**config.mk**
```make
export PLATFORM = sky130hd
export DESIGN_NAME = id_ex_operand_stage
export DESIGN_NICKNAME = d
export VERILOG_FILES = /design/src/rtl/id_ex_operand_stage.sv
export SDC_FILE = /design/constraint.sdc
export NUM_CORES = 1
export LEC_CHECK = 0
export BUFFER_PORTS_ARGS = -buffer_cell sky130_fd_sc_hd__buf_2
export CORE_MARGIN = 2
export CORE_UTILIZATION = 46
export DETAILED_ROUTE_END_ITERATION = 10
export PLACE_DENSITY = 0.83
export SLEW_MARGIN = 10
export SYNTH_ARGS = -nofsm -noshare
export SYNTH_HDL_FRONTEND = slang
export SYNTH_SLANG_ARGS = --single-unit
```
**constraint.sdc**
```tcl
create_clock -name clk -period 2.15 [get_ports clk]
set_input_delay 0.43 -clock clk [delete_from_list [all_inputs] [get_ports clk]]
set_output_delay 0.43 -clock clk [all_outputs]
set_load 0.02 [all_outputs]
```
**src/rtl/id_ex_operand_stage.sv**
```systemverilog
// ID/EX pipeline register with load-use stall control and EX operand forwarding.
// Optional PERF_COUNT_EN adds bubble_count / flush_count event counters.
module id_ex_operand_stage #(
    parameter int unsigned XLEN   = 32,
    parameter int unsigned CTRL_W = 8
) (
    input  logic              clk,
    input  logic              RESET,
    input  logic              id_valid,
    input  logic [XLEN-1:0]   id_pc,
    input  logic [4:0]        id_rs1_addr,
    input  logic [4:0]        id_rs2_addr,
    input  logic [4:0]        id_rd_addr,
    input  logic [XLEN-1:0]   id_rs1_data,
    input  logic [XLEN-1:0]   id_rs2_data,
    input  logic [XLEN-1:0]   id_imm,
    input  logic [CTRL_W-1:0] id_ctrl,
    input  logic              id_reg_write,
    input  logic              id_mem_read,
    input  logic              id_mem_write,
    input  logic              id_alu_src_imm,
    input  logic              flush,
    input  logic              fwd_rs1_mem,
    input  logic              fwd_rs2_mem,
    input  logic              fwd_rs1_wb,
    input  logic              fwd_rs2_wb,
    input  logic [XLEN-1:0]   mem_result,
    input  logic [XLEN-1:0]   wb_result,
    output logic              stall_if_id,
    output logic              ex_valid,
    output logic [XLEN-1:0]   ex_pc,
    output logic [XLEN-1:0]   ex_imm,
    output logic [4:0]        ex_rd_addr,
    output logic [4:0]        ex_rs1_addr,
    output logic [4:0]        ex_rs2_addr,
    output logic [CTRL_W-1:0] ex_ctrl,
    output logic              ex_reg_write,
    output logic              ex_mem_read,
    output logic              ex_mem_write,
    output logic [XLEN-1:0]   ex_operand_a,
    output logic [XLEN-1:0]   ex_operand_b,
    output logic [XLEN-1:0]   ex_store_data
`ifdef PERF_COUNT_EN
    ,
    output logic [31:0]       bubble_count,
    output logic [31:0]       flush_count
`endif
);

    typedef enum logic [0:0] {StRun, StBubble} state_e;

    state_e state_q, state_d;

    logic              valid_q;
    logic [XLEN-1:0]   pc_q, imm_q, rs1_data_q, rs2_data_q;
    logic [4:0]        rd_addr_q, rs1_addr_q, rs2_addr_q;
    logic [CTRL_W-1:0] ctrl_q;
    logic              reg_write_q, mem_read_q, mem_write_q, alu_src_imm_q;

    logic hazard;
    logic bubble;
    logic fwd1_ok, fwd2_ok;
    logic [XLEN-1:0] rs1_fwd, rs2_fwd;

    always_comb begin
        hazard = valid_q & mem_read_q & (rd_addr_q != 5'd0) & id_valid &
                 ((rd_addr_q == id_rs1_addr) | (rd_addr_q == id_rs2_addr));
        state_d     = StRun;
        stall_if_id = 1'b0;
        bubble      = 1'b0;
        unique case (state_q)
            StRun: begin
                if (flush) begin
                    bubble = 1'b1;
                end else if (hazard) begin
                    stall_if_id = 1'b1;
                    bubble      = 1'b1;
                    state_d     = StBubble;
                end
            end
            // Second pass of the held instruction; only a flush can kill it.
            StBubble: begin
                if (flush) bubble = 1'b1;
            end
            default: ;
        endcase
    end

    always_ff @(posedge clk) begin
        if (RESET) begin
            state_q       <= StRun;
            valid_q       <= 1'b0;
            pc_q          <= '0;
            imm_q         <= '0;
            rs1_data_q    <= '0;
            rs2_data_q    <= '0;
            rd_addr_q     <= '0;
            rs1_addr_q    <= '0;
            rs2_addr_q    <= '0;
            ctrl_q        <= '0;
            reg_write_q   <= 1'b0;
            mem_read_q    <= 1'b0;
            mem_write_q   <= 1'b0;
            alu_src_imm_q <= 1'b0;
        end else begin
            state_q <= state_d;
            if (bubble) begin
                valid_q     <= 1'b0;
                reg_write_q <= 1'b0;
                mem_read_q  <= 1'b0;
                mem_write_q <= 1'b0;
            end else begin
                valid_q       <= id_valid;
                pc_q          <= id_pc;
                imm_q         <= id_imm;
                rs1_data_q    <= id_rs1_data;
                rs2_data_q    <= id_rs2_data;
                rd_addr_q     <= id_rd_addr;
                rs1_addr_q    <= id_rs1_addr;
                rs2_addr_q    <= id_rs2_addr;
                ctrl_q        <= id_ctrl;
                reg_write_q   <= id_reg_write;
                mem_read_q    <= id_mem_read;
                mem_write_q   <= id_mem_write;
                alu_src_imm_q <= id_alu_src_imm;
            end
        end
    end

    // x0 and empty slots never take a forwarded value.
    always_comb begin
        fwd1_ok = valid_q & (rs1_addr_q != 5'd0);
        fwd2_ok = valid_q & (rs2_addr_q != 5'd0);
        if (fwd1_ok & fwd_rs1_mem)     rs1_fwd = mem_result;
        else if (fwd1_ok & fwd_rs1_wb) rs1_fwd = wb_result;
        else                           rs1_fwd = rs1_data_q;
        if (fwd2_ok & fwd_rs2_mem)     rs2_fwd = mem_result;
        else if (fwd2_ok & fwd_rs2_wb) rs2_fwd = wb_result;
        else                           rs2_fwd = rs2_data_q;
    end

    assign ex_valid      = valid_q;
    assign ex_pc         = pc_q;
    assign ex_imm        = imm_q;
    assign ex_rd_addr    = rd_addr_q;
    assign ex_rs1_addr   = rs1_addr_q;
    assign ex_rs2_addr   = rs2_addr_q;
    assign ex_ctrl       = ctrl_q;
    assign ex_reg_write  = reg_write_q & valid_q;
    assign ex_mem_read   = mem_read_q & valid_q;
    assign ex_mem_write  = mem_write_q & valid_q;
    assign ex_operand_a  = rs1_fwd;
    assign ex_operand_b  = alu_src_imm_q ? imm_q : rs2_fwd;
    assign ex_store_data = rs2_fwd;

`ifdef PERF_COUNT_EN
    logic [31:0] bubble_count_q, flush_count_q;

    always_ff @(posedge clk) begin
        if (RESET) begin
            bubble_count_q <= '0;
            flush_count_q  <= '0;
        end else begin
            if (stall_if_id) bubble_count_q <= bubble_count_q + 32'd1;
            if (flush)       flush_count_q  <= flush_count_q + 32'd1;
        end
    end

    assign bubble_count = bubble_count_q;
    assign flush_count  = flush_count_q;
`endif

endmodule

```
==> impl_metrics.tcl, run 1 <==
set metrics [dict create \
    io_pins 415 \
    wirelength_um 52700 \
    dp_hpwl_um 33300 \
    vias 14300 \
    ys_top_cells_by_area "dfxtp_1, a211o_1, nor4b_1" \
    antenna_found_initial 10 \
    path_buf_inv 3 \
    status "finished, violations left" \
    hold_class "in -> reg" \
    die_area_mm2 0.0262 \
    grt_max_degree 68 \
    cts_tree "done" \
    rsz0062_at_grt "true" \
    slowest_delay_ps 520 \
    die_h_um 162 \
    ys_warn_count 0 \
    crit_chain "or4_4 -> o21a_4 -> o21ai_4 -> buf_12 -> buf_16 -> a22o_4 -> mux2_4 -> buf_6" \
    ys_top_cells_by_count "nand2_1, o21ai_0, dfxtp_1" \
    synth_nets 1705 \
    yosysMostFrequentCell "nand2_1" \
    synthCells 1478 \
    drive_gt1_frac 0.398 \
    start_kind "register" \
    worstPathArrival_ps 2460 \
    ctsHoldBuffers 0 \
    yosysUniqueCellTypes 30 \
    r2r_slack_ps -40 \
    viasPerCell 6.43 \
    yosysSeqAreaShare 0.274 \
    min_from "id_mem_read" \
    met3_usage 0.110 \
    yosysTopAreaCell "dfxtp_1" \
    clk_latency_ps 430 \
    clk_path_buf_depth 2 \
    grt_util_met1 0.422 \
    p_per_area_mw_per_mm2 614 \
    crit_type "reg -> out" \
    grt_pass1_wl_um 72700 \
    min_path_cells 2 \
    ys_ff_latch 157 \
    drtIter0Drc 1575 \
    cap_violations 0 \
    cts_max_level 4 \
    worstMarginPinSlew_ps 823 \
    layout_setup_ws_ps -737 \
    period_needed_ps 2890 \
    fmax_ghz 0.346 \
    end_kind "output pin" \
    grt_pass1_vias 12900 \
    fin_area_mm2 0.0177 \
    synthDominantCellAreaShare 0.274 \
    period_share 1.34 \
    dpl_cell_area_mm2 0.0153 \
    clk_pin_slew_worst_paths_ps 70 \
    overflow 0 \
    fin_nets 2111 \
    coreArea_mm2 0.0244 \
    grt_use_total 0.352 \
    p_leak_uw 0.00790 \
    synth_compound_area_frac 0.251 \
    ys.flop_type "dfxtp_1" \
    synth_edf_count 0 \
    synthMuxAreaShare 0.0593 \
    hold_ws_ps 192 \
    grt_busiest_layer "met2" \
    met2_usage 0.572 \
    portBuffers 414 \
    post_drt_wl_per_cell_um 23.6 \
    tns_ps -61570 \
    synth_top_family_by_area "simple AND/OR/NAND/NOR gates" \
    r2r-start "ex_rd_addr[1]" \
    holdPathEnd "mem_read_q" \
    rr_endpoint "rs2_data_q[27]" \
    maxSlewViolCount 0 \
    hold_violations 0 \
    syn-cell-area_mm2 0.0115 \
    numCtsBuffers 17 \
    gp_congestion 0.932 \
    root_buffer "clkbuf_16" \
    async_reset_ff_frac 0 \
    synth-xor-area-share 0.00763 \
    area_growth_pct 54.0 \
    failed_checks "setup timing" \
    drc 0 \
    vdd_drop_max_mv 0.482 \
    finClkSkew_ps 11.6 \
    slowest_stage "or4_4" \
    syn_avg_cell_area_um2 7.76 \
    drtAntennaViolNets 0 \
    yosys.area_share.simple 0.335 \
    die_w_um 162 \
    cp_max_fo 7 \
    setup_viol 99 \
    rows 57 \
    cts.sink_count 157 \
    start_util 0.470 \
    synthAdderAreaFrac 0 \
    dr.pass1.iters 6 \
    crit_required_ps 1720 \
    slew_headroom 0.450 \
    critical_path.top_delay_family "compound AO/OA/AOI/OAI gates" \
    timing.reg2reg.worst_path_depth 9 \
]
-- layer usage --
layer  share of wire  wire, um  vias up
li1                -         -     6286
met5          0.0012        64        -
met3            0.11      5770      269
met1            0.37     19300     6819
met4           0.068      3590       10
met2            0.45     23900      926
-- stage by stage --
| stage | total power [uW] | utilization | setup WS (ps) | cells |
|---|---|---|---|---|
| 6_report | 10900 | 0.724 | -737 | 2227 |
| 5_1_grt | 11200 | 0.724 | -770 | 2224 |
| 4_1_cts | 10500 | 0.692 | -715 | 2187 |
| 3_5_place_dp | 7020 | 0.629 | -305 | 2136 |
| 3_3_place_gp | 6930 | 0.629 | -293 | 2136 |
| 2_1_floorplan | 5760 | - | -124 | 1478 |
-- final cells by class --
class | instances | area (um2)
Antenna cell | 7 | 17.5
Clock buffer | 20 | 457
Clock inverter | 11 | 134
Fill cell | 1724 | 6720
Inverter | 1 | 3.75
Multi-Input combinational cell | 1140 | 8710
Sequential cell | 157 | 3150
Tap cell | 324 | 405
Timing Repair Buffer | 567 | 4790
-- power breakdown --
group / total, uW / leakage (uW) / switching [uW] / internal, uW
registers: 3590 / 0.00131 / 371 / 3220
logic: 4110 / 0.00631 / 2100 / 2000
clock network: 3160 / 0.000276 / 1380 / 1780
-- kinds of logic (layout without fill, tap and decap cells) --
family | after synthesis | count (layout)
AOI/OAI and AO/OA | 407 | 408
muxes | 64 | 64
other | 0 | 7
and+or+nand+nor | 658 | 658
DFF | 157 | 157
buffers and inverters | 182 | 599
xor gates and xnor gates | 10 | 10
-- how the worst max path moves through the flow --
stage | start | to | slack (ps) | cells after the start
after global placement | fwd_rs2_mem | ex_operand_b[3] | -290 | 7
final | ex_rs2_addr[1] | ex_operand_b[23] | -740 | 8
after detailed placement | fwd_rs2_wb | ex_operand_b[3] | -300 | 7
after global routing | ex_rs2_addr[1] | ex_operand_b[23] | -770 | 8
after CTS | ex_rs1_addr[1] | ex_operand_a[27] | -720 | 8
after floorplan | ex_rs2_addr[0] | ex_operand_b[10] | -120 | 5
-- cells in the final DEF, fill, tap and decap left out, types with 2 or more instances in the layout --
cell type,n
nand2_1,333
buf_2,318
nor3b_1,152
a211o_1,152
o21ai_0,151
nor4b_1,148
dfxtp_1,148
buf_6,126
buf_4,60
a22o_1,32
a22o_4,32
mux2_4,32
buf_12,32
o21ai_4,29
mux2i_4,28
clkbuf_16,26
buf_8,12
xor2_1,9
dfxtp_2,9
buf_16,9
diode_2,7
and2_1,6
o21ai_2,4
nor4b_2,4
clkinvlp_4,4
or4_4,3
nand2_2,3
nor2_1,3
inv_6,3
mux2i_2,2
mux2i_1,2
nor3_2,2
clkinv_4,2
bufinv_16,2
clkbuf_8,2
-- sequential cells by signal, indices dropped and copies added, names as in the netlist --
signal / count
alu_src_imm_q: 1
rs2_data_q: 32
reg_write_q: 1
ex_imm: 32
mem_write_q: 1
mem_read_q: 1
rs1_data_q: 32
ex_rs1_addr: 5
ex_pc: 32
ex_valid: 1
ex_ctrl: 8
ex_rs2_addr: 5
state_q: 1
ex_rd_addr: 5
-- what timing repair did --
action                                  4_1_cts  5_1_grt
setup buffers                                14       27
resized for setup                           192      108
pin swaps                                    17       32
endpoints found under the setup margin       97      205
cloned                                        6       11
No activity file was read; power rests on OpenSTA's default activity.
==> run 2: changes to the inputs <==
--- a/config.mk
+++ b/config.mk
@@ -8,9 +8,9 @@
 export BUFFER_PORTS_ARGS = -buffer_cell sky130_fd_sc_hd__buf_2
 export CORE_MARGIN = 2
 export CORE_UTILIZATION = 46
+export CTS_BUF_LIST = sky130_fd_sc_hd__clkbuf_8 sky130_fd_sc_hd__clkbuf_16
 export DETAILED_ROUTE_END_ITERATION = 10
 export PLACE_DENSITY = 0.83
-export SLEW_MARGIN = 10
 export SYNTH_ARGS = -nofsm -noshare
 export SYNTH_HDL_FRONTEND = slang
 export SYNTH_SLANG_ARGS = --single-unit
==> run 2 against run 1 <==
- the run still ends with setup timing left
- die area did not move
- largest power group unchanged
- sequential power hardly changed
- sequential share of layout area is essentially flat
- non-clock buffer count unchanged
- largest cell class unchanged
==> impl_metrics.tcl, run 2 (synthesis gave the netlist of run 1 again) <==
set metrics [dict create \
    status "finished, violations left" \
    failed_checks "setup timing" \
    pwr-share-clk 0.291 \
    cts_max_level 4 \
    antenna_found_initial 10 \
    post_drt_wl_per_cell_um 23.7 \
    rsz0062_at_grt "true" \
    numCtsBuffers 17 \
    clk_latency_ps 430 \
    utilization 0.724 \
    vdd_drop_max_mv 0.477 \
    rows 57 \
    hold_violations 0 \
    area_growth_pct 54.0 \
    die_w_um 162 \
    root_buffer "clkbuf_16" \
    viasPerCell 6.41 \
    layout_setup_ws_ps -736 \
    multi_input_area_mm2 0.00871 \
    r2r-start "ex_rd_addr[1]" \
    p_sw_uw 3850 \
    drive_gt1_frac 0.398 \
    period_share 1.34 \
    grt_use_total 0.352 \
    internal_power_uw 7000 \
    grt_max_degree 68 \
    slew_headroom 0.476 \
    met2_usage 0.572 \
    fin_nets 2111 \
    worstPathArrival_ps 2460 \
    tns_ps -61270 \
    p_per_area_mw_per_mm2 614 \
    maxSlewViolCount 0 \
    period_needed_ps 2890 \
    drtAntennaViolNets 0 \
    cp_max_fo 7 \
    start_util 0.470 \
    grt_busiest_layer "met2" \
    final_cell_mix "nand2_1, buf_2, nor3b_1, a211o_1, o21ai_0" \
    final.fill_count 1723 \
    final-seq-area_mm2 0.00315 \
    die_area_mm2 0.0262 \
    p_seq_frac 0.331 \
    end_kind "output pin" \
    grt_pass1_vias 12900 \
    final_common_cell "nand2_1" \
    finalPower_uw 10900 \
    dr.pass1.iters 9 \
    setup.worst_path.end "ex_operand_b[23]" \
    rr_endpoint "rs2_data_q[27]" \
    clk_path_buf_depth 2 \
    start_kind "register" \
    worstMarginPinSlew_ps 784 \
    wirelength_um 52700 \
    cts.sink_count 157 \
    coreArea_mm2 0.0244 \
    fmax_ghz 0.347 \
    r2r_slack_ps -30 \
    clk_pin_slew_worst_paths_ps 70 \
    crit_start "ex_rs2_addr[1]" \
    crit_required_ps 1720 \
    finClkSkew_ps 13.0 \
    timing.reg2reg.worst_path_depth 9 \
    drc 0 \
    post-place-ws_ps -305 \
    overflow 0 \
    die_h_um 162 \
    crit_type "reg -> out" \
    grt_pass1_wl_um 72700 \
    p_comb_frac 0.378 \
    p_leak_uw 0.00790 \
    hold_class "in -> reg" \
    drtIter0Drc 1562 \
    vias 14300 \
    dp_hpwl_um 33300 \
    switching_share 0.355 \
    met3_usage 0.110 \
    setup_viol 99 \
    gp_congestion 0.932 \
    portBuffers 414 \
    grt_util_met1 0.422 \
    cap_violations 0 \
    io_pins 415 \
    cts_tree "done" \
]
-- run 2: cell types whose count changed in the layout (fill, tap and decap cells not counted), sizes merged --
cell | previous run | this run
clkbuf | 29 | 28
diode | 7 | 6
inv | 4 | 5
-- run 2: layer usage --
layer  routed length [um]  share of wire
met5                   64         0.0012
met2                24000           0.46
met3                 5830           0.11
met1                19200           0.37
met4                 3490          0.066
-- run 2: worst min-delay path by stage --
stage / start / end / slack [ps] / cells after the start
floorplan: id_valid / ex_valid / 550 / 1
global placement: ex_pc[10] / ex_pc[10] / 600 / 3
CTS: id_mem_read / mem_read_q / 190 / 2
global route: id_mem_read / mem_read_q / 200 / 2
detailed placement: ex_pc[1] / ex_pc[1] / 620 / 3
finish: id_mem_read / mem_read_q / 190 / 2
-- run 2: per-stage QoR --
step	cells	hold slack (ps)	instance area [um2]
5_1_grt	2224	199	17700
2_1_floorplan	1478	552	12600
4_1_cts	2187	188	16900
6_report	2226	194	17700
3_5_place_dp	2136	623	15300
3_3_place_gp	2136	605	15300
-- run 2: layout make-up --
type / count / share of cell area
inverters: 1 / 0.000212
multi-input cells: 1140 / 0.493
clock inverters: 12 / 0.00779
clock buffers: 19 / 0.0256
repair buffers: 567 / 0.271
well taps: 324 / 0.0229
flip-flops and latches: 157 / 0.179
diodes: 6 / 0.000850
-- run 2: critical path, cell delays in order, from the launching register on --
cell and delay, ps:
dfxtp_2 320, or4_4 520, o21a_4 300, o21ai_4 150
buf_12 170, buf_16 130, a22o_4 160, mux2_4 160
buf_6 110
-- run 2: power groups by stage --
stage / logic [uW] / registers (uW) / clock network, uW
detailed placement: 3410 / 3610 / 0
floorplan: 2050 / 3710 / 0
global placement: 3330 / 3600 / 0
global route: 4290 / 3610 / 3270
finish: 4110 / 3590 / 3160
CTS: 3760 / 3560 / 3150
-- run 2: repair_timing --
action / in CTS / in global routing
hold buffers: 0 / 0
pin swaps: 17 / 32
setup endpoints to repair: 97 / 205
hold endpoints to repair: 0 / 0
gates resized for setup: 192 / 108
gates cloned: 6 / 11
setup buffers: 14 / 27
==> run 3: changes to the inputs <==
==> constraint.sdc (replaced) <==
create_clock -name clk -period 2.4 [get_ports clk]
set_input_delay 0.48 -clock clk [delete_from_list [all_inputs] [get_ports clk]]
set_output_delay 0.48 -clock clk [all_outputs]
set_load 0.02 [all_outputs]
==> run 3 against run 2 <==
- the run still ends with setup timing left
- sequential cell count unchanged
- clock power down 14%
- sequential share of layout area up 2.0 points
- final cell count down 2.3%
- global-route usage down 2.8 points
- die area unchanged
- critical path depth down 1
- worst hold slack better by 57 ps
- power down 16%
- largest cell class unchanged
- largest power group is now sequential cells
==> impl_metrics.tcl, run 3 (synthesis gave the netlist of run 1 again) <==
set metrics [dict create \
    status "finished, violations left" \
    failed_checks "setup timing" \
    coreArea_mm2 0.0244 \
    maxSlewViolCount 0 \
    period_needed_ps 2940 \
    finalPower_uw 9070 \
    area_growth_pct 38.2 \
    gp_congestion 1.05 \
    tns_ps -38020 \
    clk_pin_slew_worst_paths_ps 70 \
    rsz0062_at_grt "true" \
    drc 0 \
    min_from "id_mem_write" \
    die_h_um 162 \
    hold_ws_ps 251 \
    start_kind "register" \
    viasPerCell 6.18 \
    fmax_ghz 0.340 \
    setup_viol 97 \
    io_pins 415 \
    wirelength_um 47100 \
    rows 57 \
    crit_start "ex_rs1_addr[0]" \
    dr.pass1.iters 5 \
    period_share 1.22 \
    clk_latency_ps 430 \
    grt_pass1_wl_um 66600 \
    drtIter0Drc 1671 \
    portBuffers 414 \
    final_cell_count_no_fill 2175 \
    vdd_drop_max_mv 0.367 \
    die_w_um 162 \
    layout_setup_ws_ps -539 \
    clk_path_buf_depth 2 \
    cts.sink_count 157 \
    hold_class "in -> reg" \
    start_util 0.470 \
    antenna_found_initial 12 \
    vias 13400 \
    r2r-start "ex_rd_addr[4]" \
    grt_use_total 0.324 \
    finClkSkew_ps 9.61 \
    root_buffer "clkbuf_16" \
    grt_max_degree 109 \
    final.fill_count 2000 \
    end_kind "output pin" \
    fin_nets 2056 \
    numCtsBuffers 17 \
    crit_required_ps 1920 \
    dp.cells 2121 \
    cts_tree "done" \
    hold_violations 0 \
    slew_headroom 0.639 \
    final_cell_mix "buf_2, nand2_1, o21ai_0" \
    final_common_cell "buf_2" \
    worstPathArrival_ps 2460 \
    die_area_mm2 0.0262 \
    cts_max_level 4 \
    p_per_area_mw_per_mm2 572 \
    p_leak_uw 0.00738 \
    worstMarginPinSlew_ps 542 \
    post_drt_wl_per_cell_um 21.6 \
    drive_gt1_frac 0.342 \
    cap_violations 0 \
    overflow 0 \
    drtAntennaViolNets 0 \
    dp_hpwl_um 32600 \
    cp_max_fo 11 \
    crit_type "reg -> out" \
    grt_pass1_vias 11900 \
    r2r_slack_ps 60 \
    ctsHoldBuffers 0 \
]
[run 3: cell types whose count changed in the layout (fill, tap and decap cells not counted), moves of 8 or more]
cell | previous run | this run
buf_2 | 318 | 350
buf_6 | 126 | 64
buf_8 | 12 | 4
mux2_2 | 0 | 13
mux2_4 | 32 | 19
mux2i_1 | 2 | 30
mux2i_4 | 28 | 0
o21ai_1 | 1 | 30
o21ai_4 | 29 | 1
[run 3: worst paths after layout]
| kind | endpoint | depth (start not counted) |
|---|---|---|
| max | ex_operand_a[12] | 7 |
| min | mem_write_q | 2 |
| max reg2reg | rs1_data_q[16] | 9 |
| min reg2reg | ex_pc[14] | 3 |
[run 3: timing repair]
item | CTS | global route
setup buffers | 6 | 1
gates resized for setup | 56 | 166
pin swaps | 5 | 15
cloned | 3 | 3
setup endpoints to repair | 97 | 125
[run 3: per-layer routing]
layer	GRT usage	wire, um	part of all wire
met4	0.159	2170	0.046
met3	0.0779	4290	0.091
met1	0.416	18600	0.40
met2	0.510	22000	0.47
met5	0	10	0.00021
[run 3: area by class of cell]
| class | instances | area [um2] | area share |
|---|---|---|---|
| Multi-Input combinational cell | 1139 | 7930 | 0.500 |
| Timing Repair Buffer | 513 | 3770 | 0.238 |
| Clock inverter | 12 | 123 | 0.00773 |
| Sequential cell | 157 | 3150 | 0.199 |
| Clock buffer | 19 | 453 | 0.0286 |
| Tap cell | 324 | 405 | 0.0256 |
| Inverter | 1 | 3.75 | 0.000237 |
| Antenna cell | 10 | 25.0 | 0.00158 |
[run 3: power by group]
| part | internal (uW) | switching, uW | total [uW] |
|---|---|---|---|
| registers | 2880 | 321 | 3210 |
| clock network | 1570 | 1150 | 2730 |
| logic | 1460 | 1680 | 3140 |
[run 3: stage by stage]
stage	worst slack (ps)	instance area, um2	util
floorplan	-87.3	11500	-
global placement	-73.9	14200	0.584
detailed placement	-112	14200	0.584
CTS	-490	15100	0.618
global route	-636	15900	0.650
finish	-539	15900	0.650
[run 3: critical path: stages, from the launching register on]
cell and delay [ps]:
dfxtp_2 320, or4_4 560, o211ai_4 250, buf_12 210, buf_12 150, mux2i_1 250, o21ai_1 110, buf_2 170
